### src/rtl/e7_resp_pkg.sv
// Shared widths, MISR tap placement and the capture FIFO entry layout for the e7 response capture block.
package e7_resp_pkg;

    localparam int unsigned E7_WORD_W  = 20;
    localparam int unsigned E7_DEPTH   = 4;
    localparam int unsigned E7_STAMP_W = 8;

    // Second MISR feedback tap sits this many bits below the MSB (x^20+x^17+1 at 20 bits).
    localparam int unsigned E7_MISR_TAP_BACK = 3;

    typedef struct packed {
        logic [E7_STAMP_W-1:0] stamp;
        logic [E7_WORD_W-1:0]  word;
    } e7_entry_t;

endpackage

### src/rtl/e7_resp_fifo.sv
// First-word-fall-through capture FIFO holding {stamp, word} entries; drops pushes when full
// (unless a pop happens on the same edge) and raises a sticky overflow flag.
module e7_resp_fifo
    import e7_resp_pkg::*;
#(
    parameter int unsigned WORD_W  = E7_WORD_W,
    parameter int unsigned STAMP_W = E7_STAMP_W,
    parameter int unsigned DEPTH   = E7_DEPTH
) (
    input  logic               clk,
    input  logic               rst,
    input  logic               push,
    input  logic [STAMP_W-1:0] push_stamp,
    input  logic [WORD_W-1:0]  push_word,
    input  logic               out_ready,
    output logic               out_valid,
    output logic [WORD_W-1:0]  out_data,
    output logic [STAMP_W-1:0] out_stamp,
    output logic               overflow
);

    localparam int unsigned PTR_W   = $clog2(DEPTH);
    localparam int unsigned CNT_W   = PTR_W + 1;
    localparam int unsigned ENTRY_W = STAMP_W + WORD_W;

    logic [ENTRY_W-1:0] mem [DEPTH];
    logic [PTR_W-1:0]   wr_ptr;
    logic [PTR_W-1:0]   rd_ptr;
    logic [CNT_W-1:0]   count;
    logic               full;
    logic               pop;
    logic               wr_en;

    assign full      = (count == CNT_W'(DEPTH));
    assign out_valid = (count != '0);
    assign pop       = out_valid & out_ready;
    // A pop on the same edge frees the head slot, so a push into a full FIFO still lands.
    assign wr_en     = push & (~full | pop);

    assign {out_stamp, out_data} = mem[rd_ptr];

    always_ff @(posedge clk or negedge rst) begin
        if (!rst) begin
            for (int unsigned i = 0; i < DEPTH; i++) begin
                mem[i] <= '0;
            end
            wr_ptr   <= '0;
            rd_ptr   <= '0;
            count    <= '0;
            overflow <= 1'b0;
        end else begin
            if (wr_en) begin
                mem[wr_ptr] <= {push_stamp, push_word};
                wr_ptr      <= wr_ptr + PTR_W'(1);
            end
            if (pop) begin
                rd_ptr <= rd_ptr + PTR_W'(1);
            end
            if (wr_en && !pop) begin
                count <= count + CNT_W'(1);
            end else if (pop && !wr_en) begin
                count <= count - CNT_W'(1);
            end
            if (push && !wr_en) begin
                overflow <= 1'b1;
            end
        end
    end

endmodule

### src/rtl/e7_resp_capture.sv
// Captures changes on the upstream FSM output word with a cycle time-stamp into a small FIFO.
// Optional output signature (MISR) enabled by defining E7_RESP_MISR_EN; otherwise sig is tied to 0.
module e7_resp_capture
    import e7_resp_pkg::*;
#(
    parameter int unsigned WORD_W  = E7_WORD_W,
    parameter int unsigned DEPTH   = E7_DEPTH,
    parameter int unsigned STAMP_W = E7_STAMP_W
) (
    input  logic               clk,
    input  logic               rst,
    input  logic [WORD_W-1:0]  y_in,
    input  logic               sample_en,
    input  logic               out_ready,
    output logic               out_valid,
    output logic [WORD_W-1:0]  out_data,
    output logic [STAMP_W-1:0] out_stamp,
    output logic [WORD_W-1:0]  sig,
    output logic               overflow
);

    logic [STAMP_W-1:0] stamp_cnt;
    logic [WORD_W-1:0]  last_word;
    logic               first_flag;
    logic               push;

    // The first sample after reset always records, later ones only on a change.
    assign push = sample_en & (first_flag | (y_in != last_word));

    always_ff @(posedge clk or negedge rst) begin
        if (!rst) begin
            stamp_cnt  <= '0;
            last_word  <= '0;
            first_flag <= 1'b1;
        end else begin
            stamp_cnt <= stamp_cnt + STAMP_W'(1);
            if (sample_en) begin
                last_word  <= y_in;
                first_flag <= 1'b0;
            end
        end
    end

`ifdef E7_RESP_MISR_EN
    localparam int unsigned TAP = WORD_W - 1 - E7_MISR_TAP_BACK;

    logic [WORD_W-1:0] misr;

    always_ff @(posedge clk or negedge rst) begin
        if (!rst) begin
            misr <= '0;
        end else if (sample_en) begin
            misr <= {misr[WORD_W-2:0], misr[WORD_W-1] ^ misr[TAP]} ^ y_in;
        end
    end

    assign sig = misr;
`else
    assign sig = '0;
`endif

    e7_resp_fifo #(
        .WORD_W  (WORD_W),
        .STAMP_W (STAMP_W),
        .DEPTH   (DEPTH)
    ) u_fifo (
        .clk        (clk),
        .rst        (rst),
        .push       (push),
        .push_stamp (stamp_cnt),
        .push_word  (y_in),
        .out_ready  (out_ready),
        .out_valid  (out_valid),
        .out_data   (out_data),
        .out_stamp  (out_stamp),
        .overflow   (overflow)
    );

endmodule

### config.mk
export PLATFORM = sky130hd
export DESIGN_NAME = e7_resp_capture
export DESIGN_NICKNAME = d
export VERILOG_FILES = /design/src/rtl/e7_resp_pkg.sv /design/src/rtl/e7_resp_fifo.sv /design/src/rtl/e7_resp_capture.sv
export SDC_FILE = /design/constraint.sdc
export NUM_CORES = 1
export LEC_CHECK = 0
export ABC_AREA = 1
export ABC_CLOCK_PERIOD_IN_PS = 2500
export BUFFER_PORTS_ARGS = -buffer_cell sky130_fd_sc_hd__buf_4
export CORE_UTILIZATION = 40
export DETAILED_ROUTE_END_ITERATION = 10
export PLACE_DENSITY_LB_ADDON = 0.15
export RECOVER_POWER = 50
export SLEW_MARGIN = 20
export SYNTH_ARGS = -nofsm -noshare
export SYNTH_HDL_FRONTEND = slang
export SYNTH_HIERARCHICAL = 1
export SYNTH_SLANG_ARGS = --single-unit
### constraint.sdc
create_clock -name clk -period 2.5 [get_ports clk]
set_input_delay 0.25 -clock clk [delete_from_list [all_inputs] [get_ports clk]]
set_output_delay 0.25 -clock clk [all_outputs]
set_load 0.03 [all_outputs]
# == Word level (Yosys, flattened, before mapping) ==
# Cells that the tools add are included.
# word_totals
out_inout_bits,50
inputBits,24
wordCells,45
regBits,149
# classes
order_cmp,3
eq_ne,2
bitwise_logic,8
mux,8
n_addsub,5
n_reduce_logical,8
# op_table
cell,count
112-bit bitwise mux,1
28-bit 2-to-1 mux,3
28-bit binary-select mux with 2-bit select,1
28-bit demux with 2-bit select,1
20-bit inequality test,1
"8-bit by 1-bit adder with 8-bit output, second input constant",1
"3-bit >= comparator, second input constant",2
3-bit 2-to-1 mux,2
2-bit NOT with 3-bit output,2
"2-bit by 1-bit adder with 2-bit output, second input constant",2
1-bit logical AND,4
"3-bit by 1-bit adder with 3-bit output, second input constant",1
1-bit bitwise AND,3
"3-bit == test, second input constant",1
"3-bit by 1-bit < comparator with 1-bit output, second input constant",1
3-bit nonzero test,1
"3-bit by 1-bit subtractor with 3-bit output, second input constant",1
1-bit zero test,2
1-bit OR,2
2-bit nonzero test,1
1-bit NOT,1

# == Longest topological paths before layout ==
# depth
ltp_word,8
depth_mapped,19

# == Hierarchy ==
# The synthesis kept the hierarchy.
# by_module_without_submodules
mod,n_inst,cells_per_inst,area_each_um2,seq_area_each_um2
e7_resp_fifo,1,702,5910.7,3002.9
e7_resp_capture,1,222,1641.6,726.9

# == Worst setup path before layout ==
# No wires, ideal clock.
# synth_timing
path_kind,reg2reg
from,register first_flag
to,register u_fifo.count[2]
path_buffers,1
path_stages_with_launch,18
arrival_ps,2024
required_ps,2377
slack_ps,353
cell_sequence,dfstp_2 inv_1 nand2_1 nor2_1 nand2_1 nor2_1 nand3_1 nand2_1 inv_1 buf_2 nand2_2 inv_1 ha_1 inv_1 fa_1 nand2_1 nand3_1 xor2_1
# synth_via
elab_chain_len,6
word_cells_on_any_way,8
# synth_lines
item,line,source
"start, declared",e7_resp_capture.sv:24,logic first_flag;
"start signal, assigned",e7_resp_capture.sv:34,first_flag <= 1'b1;
"start signal, assigned",e7_resp_capture.sv:39,first_flag <= 1'b0;
1-bit OR (*),e7_resp_capture.sv:28,assign push = sample_en & (first_flag | (y_in != last_word));
1-bit bitwise AND (*),e7_resp_capture.sv:28,
named net push,e7_resp_capture.sv:25,logic push;
1-bit bitwise AND (*),e7_resp_fifo.sv:38,assign wr_en = push & (~full | pop);
named net u_fifo.wr_en,e7_resp_fifo.sv:32,logic wr_en;
1-bit zero test,e7_resp_fifo.sv:61,end else if (pop && !wr_en) begin
1-bit logical AND,e7_resp_fifo.sv:61,
2-bit nonzero test (no source line),--,
"end signal, assigned",e7_resp_fifo.sv:60,count <= count + CNT_W'(1);
"end signal, assigned",e7_resp_fifo.sv:62,count <= count - CNT_W'(1);
"end, declared",e7_resp_fifo.sv:29,logic [CNT_W-1:0] count;
# Mark *: on every way through the listed nets, which the timed path passes. The rest lies on a longest branch.
# A chain may end at the register's enable or synchronous reset.

# == Worst setup path in the final report ==
# layout_timing
from,register u_fifo.rd_ptr[0]
to,output port out_data[16]
# layout_via
elab_chain_len,4
# layout_lines
item,line,source
"start, declared",e7_resp_fifo.sv:28,logic [PTR_W-1:0] rd_ptr;
"start signal, assigned",e7_resp_fifo.sv:57,rd_ptr <= rd_ptr + PTR_W'(1);
2-bit NOT with 3-bit output (implied by the code),e7_resp_fifo.sv:40,"assign {out_stamp, out_data} = mem[rd_ptr];"
28-bit binary-select mux with 2-bit select,e7_resp_fifo.sv:40,
28-bit 2-to-1 mux (implied by the code) (2 in a row),e7_resp_fifo.sv:40,
"end, declared",e7_resp_capture.sv:16,"output logic [WORD_W-1:0] out_data,"
# No other way between the ends. The select of a mux whose other input is x is not followed.

==> results.json <==
{
  "outcome": "finished, violations left",
  "violations": "capacitance limit, slew limit",
  "syn_avg_cell_area_um2": 8.17,
  "cp-startpoint": "u_fifo/rd_ptr[0]$_DFFE_PN0P_",
  "cp_max_fo": 37,
  "final-setup-viol-count": 0,
  "final_common_cell": "nand2_1",
  "max_freq_mhz": 427,
  "synth_largest_area_cell": "dfrtp_1",
  "final.min_clock_period_ns": 2.34,
  "hold_viol_final": 0,
  "worstSetupEndpointType": "primary output",
  "die_x_um": 139,
  "port_buffers": 53,
  "relSlewSlack": -0.298,
  "final_nets": 993,
  "hold_start": "y_in[3]",
  "dpl.hpwl_mm": 12.6,
  "ios": 74,
  "yosysWarnings": 6,
  "cts_buffers": 17,
  "swShare": 0.433,
  "die_area_mm2": 0.0194,
  "ir_worst_vdd_mv": 0.621,
  "antennaDiodeCount": 0,
  "vias": 6371,
  "path_cells": "clkinv_1 > buf_4 > o21ai_0 > o22ai_1 > buf_4",
  "cts_tree": "done",
  "wl_mm": 20.6,
  "h-tree-depth": 4,
  "synth_top_area_frac": 0.490,
  "power_per_cell_area_mw_per_mm2": 1340,
  "layout_common_cells": "315 x nand2_1, 147 x dfrtp_1, 112 x nand4_1",
  "start_kind": "register",
  "yosysSeqAreaShare": 0.494,
  "core_mm2": 0.0182,
  "rsz0062_at_grt": "false",
  "initial_utilization": 0.415,
  "cts_buffer_depth": 2,
  "fin_hold_ws_ns": 0.0962,
  "first_pass_iters": 5,
  "p_seq_frac": 0.330,
  "clock_latency_ns": 0.43,
  "power.internal_w": 0.00653,
  "areaGrowthSynthToFinish_pct": 14.0,
  "drt_iter0_drc": 386,
  "drcViolationCount": 0,
  "synth_area_mm2": 0.00755,
  "worst_pin_slew_ns": 1.95,
  "postSynthCellCount": 924,
  "post-cts-setup-buffer-count": 0,
  "grt.overflow.total": 0,
  "r2r_start": "first_flag$_DFFE_PN1P_",
  "min_path_type": "input pin to register",
  "grt_pass1_wl_mm": 33.8,
  "yosysUniqueCellTypes": 31,
  "via_per_inst": 5.29,
  "period_share": 0.937,
  "ys_seq_elements": 149,
  "ant_nets": 0,
  "clock-root-buffer": "clkbuf_16",
  "grt_pass1_vias": 6133,
  "slew_viol_final": 110,
  "critical_path.most_common_cell": "buf_4",
  "antenna_found_initial": 0,
  "synth_top_cells_by_area": "dfrtp_1 49%, nand2_1 16%, nand4_1 9.3%",
  "rows": 49,
  "cts.clk_slew.worst_paths_ns": 0.06,
  "fill_cells": 1790,
  "worstPathRequired_ns": 2.25,
  "postPlaceCellArea_mm2": 0.00808,
  "tns_ns": 0,
  "grt_usage": 0.226,
  "p_clk_frac": 0.213,
  "grt_max_degree": 119,
  "switchingPower_w": 0.00498,
  "cts_hold_buf": 1,
  "pwr-share-comb": 0.457,
  "finalWeightedCongestion": 0.780,
  "crit_slowest_cell": "dfrtp_2",
  "slowest_delay_ns": 0.55,
  "max_cap_violations": 2,
  "die_y_um": 139,
  "clock_sinks": 149,
  "cp.arrival_ns": 2.09,
  "final_util": 0.473,
  "cts_resized": 0,
  "design_area_mm2": 0.00861,
  "drive_gt1_frac": 0.129,
  "wl_per_cell_um": 17.1,
  "leakage_nw": 4.43,
  "path_class": "register to primary output",
  "clock_skew_ns": 0.00534
}
## worst paths after layout
kind / end / slack (ns) / depth (start not counted)
worst max-delay path: out_data[16] / 0.16 / 5
worst min-delay path: last_word[3]$_DFFE_PN0P_ / 0.1 / 3
worst max register to register: u_fifo/count[2]$_DFFE_PN0P_ / 0.32 / 16
worst min register to register: first_flag$_DFFE_PN1P_ / 0.45 / 2
max in group asynchronous: u_fifo/mem[12]$_DFFE_PN0P_ / 0.45 / 2
min in group asynchronous: last_word[8]$_DFFE_PN0P_ / 0.91 / 2
## power groups by stage
| stage | clock [W] | combinational (W) | sequential [W] |
|---|---|---|---|
| 5_1_grt | 0.00257 | 0.00577 | 0.00392 |
| 4_1_cts | 0.00249 | 0.00530 | 0.00380 |
| 3_3_place_gp | 0 | 0.00527 | 0.00382 |
| 3_5_place_dp | 0 | 0.00529 | 0.00382 |
| 6_report | 0.00245 | 0.00526 | 0.00380 |
| 2_1_floorplan | 0 | 0.00363 | 0.00368 |
## routing by layer
metal,global-route usage,up-vias,wire length [um]
li1,-,3105,-
met1,0.316,3071,9690
met2,0.359,176,9670
met3,0.0375,19,1020
met4,0.0678,0,248
met5,0,-,0
## kinds of logic (layout without fill, tap and decap cells)
group / count (synthesis) / after routing / synth area share
xor+xnor: 11 / 11 / 0.0128
mux: 1 / 1 / 0.00149
other cells: 1 / 20 / 0.000497
simple gates: 512 / 512 / 0.307
buf+inv: 136 / 168 / 0.0949
compound gates: 107 / 107 / 0.0764
flops: 149 / 149 / 0.494
fa+ha+maj: 7 / 7 / 0.0126
## critical path: cells and delay by family, from the launching register on
family	cells	cell delay (ns)
compound gates	2	0.40
buf+inv	3	0.71
flops	1	0.55
## synthesized netlist by cell type (all sizes together)
| master | number |
|---|---|
| nand2 | 317 |
| dfrtp | 148 |
| nand4 | 112 |
| o21ai | 77 |
| buf | 76 |
| nor2 | 71 |
| inv | 50 |
| o22ai | 28 |
| nand3 | 11 |
| clkbuf | 10 |
| xor2 | 7 |
| ha | 6 |
| xnor2 | 4 |
| a31o | 1 |
| conb | 1 |
| dfstp | 1 |
| fa | 1 |
| mux2 | 1 |
| nor3 | 1 |
| o211ai | 1 |
## cell type report
cell class                      instances  area (um2)  area share
Sequential cell                       149        3730       0.433
Multi-Input combinational cell        658        3160       0.367
Timing Repair Buffer                   86         692      0.0803
Clock buffer                           28         507      0.0588
Tap cell                              229         287      0.0333
Inverter                               50         191      0.0222
Clock inverter                          4        45.0     0.00523
## registers in the layout, indices dropped and copies added, names as in the netlist
signal / cells
u_fifo/rd_ptr: 2
last_word: 20
stamp_cnt: 8
u_fifo/count: 3
first_flag: 1
u_fifo/overflow: 1
u_fifo/mem: 112
u_fifo/wr_ptr: 2
## through the flow
stage	power (W)	cells	setup WS (ns)
2_1_floorplan	0.00731	943	0.353
3_3_place_gp	0.00908	1171	0.349
3_5_place_dp	0.00912	1171	0.322
4_1_cts	0.0116	1204	0.150
5_1_grt	0.0123	1204	0.0615
6_report	0.0115	1204	0.158
No activity file was read; power rests on OpenSTA's default activity.
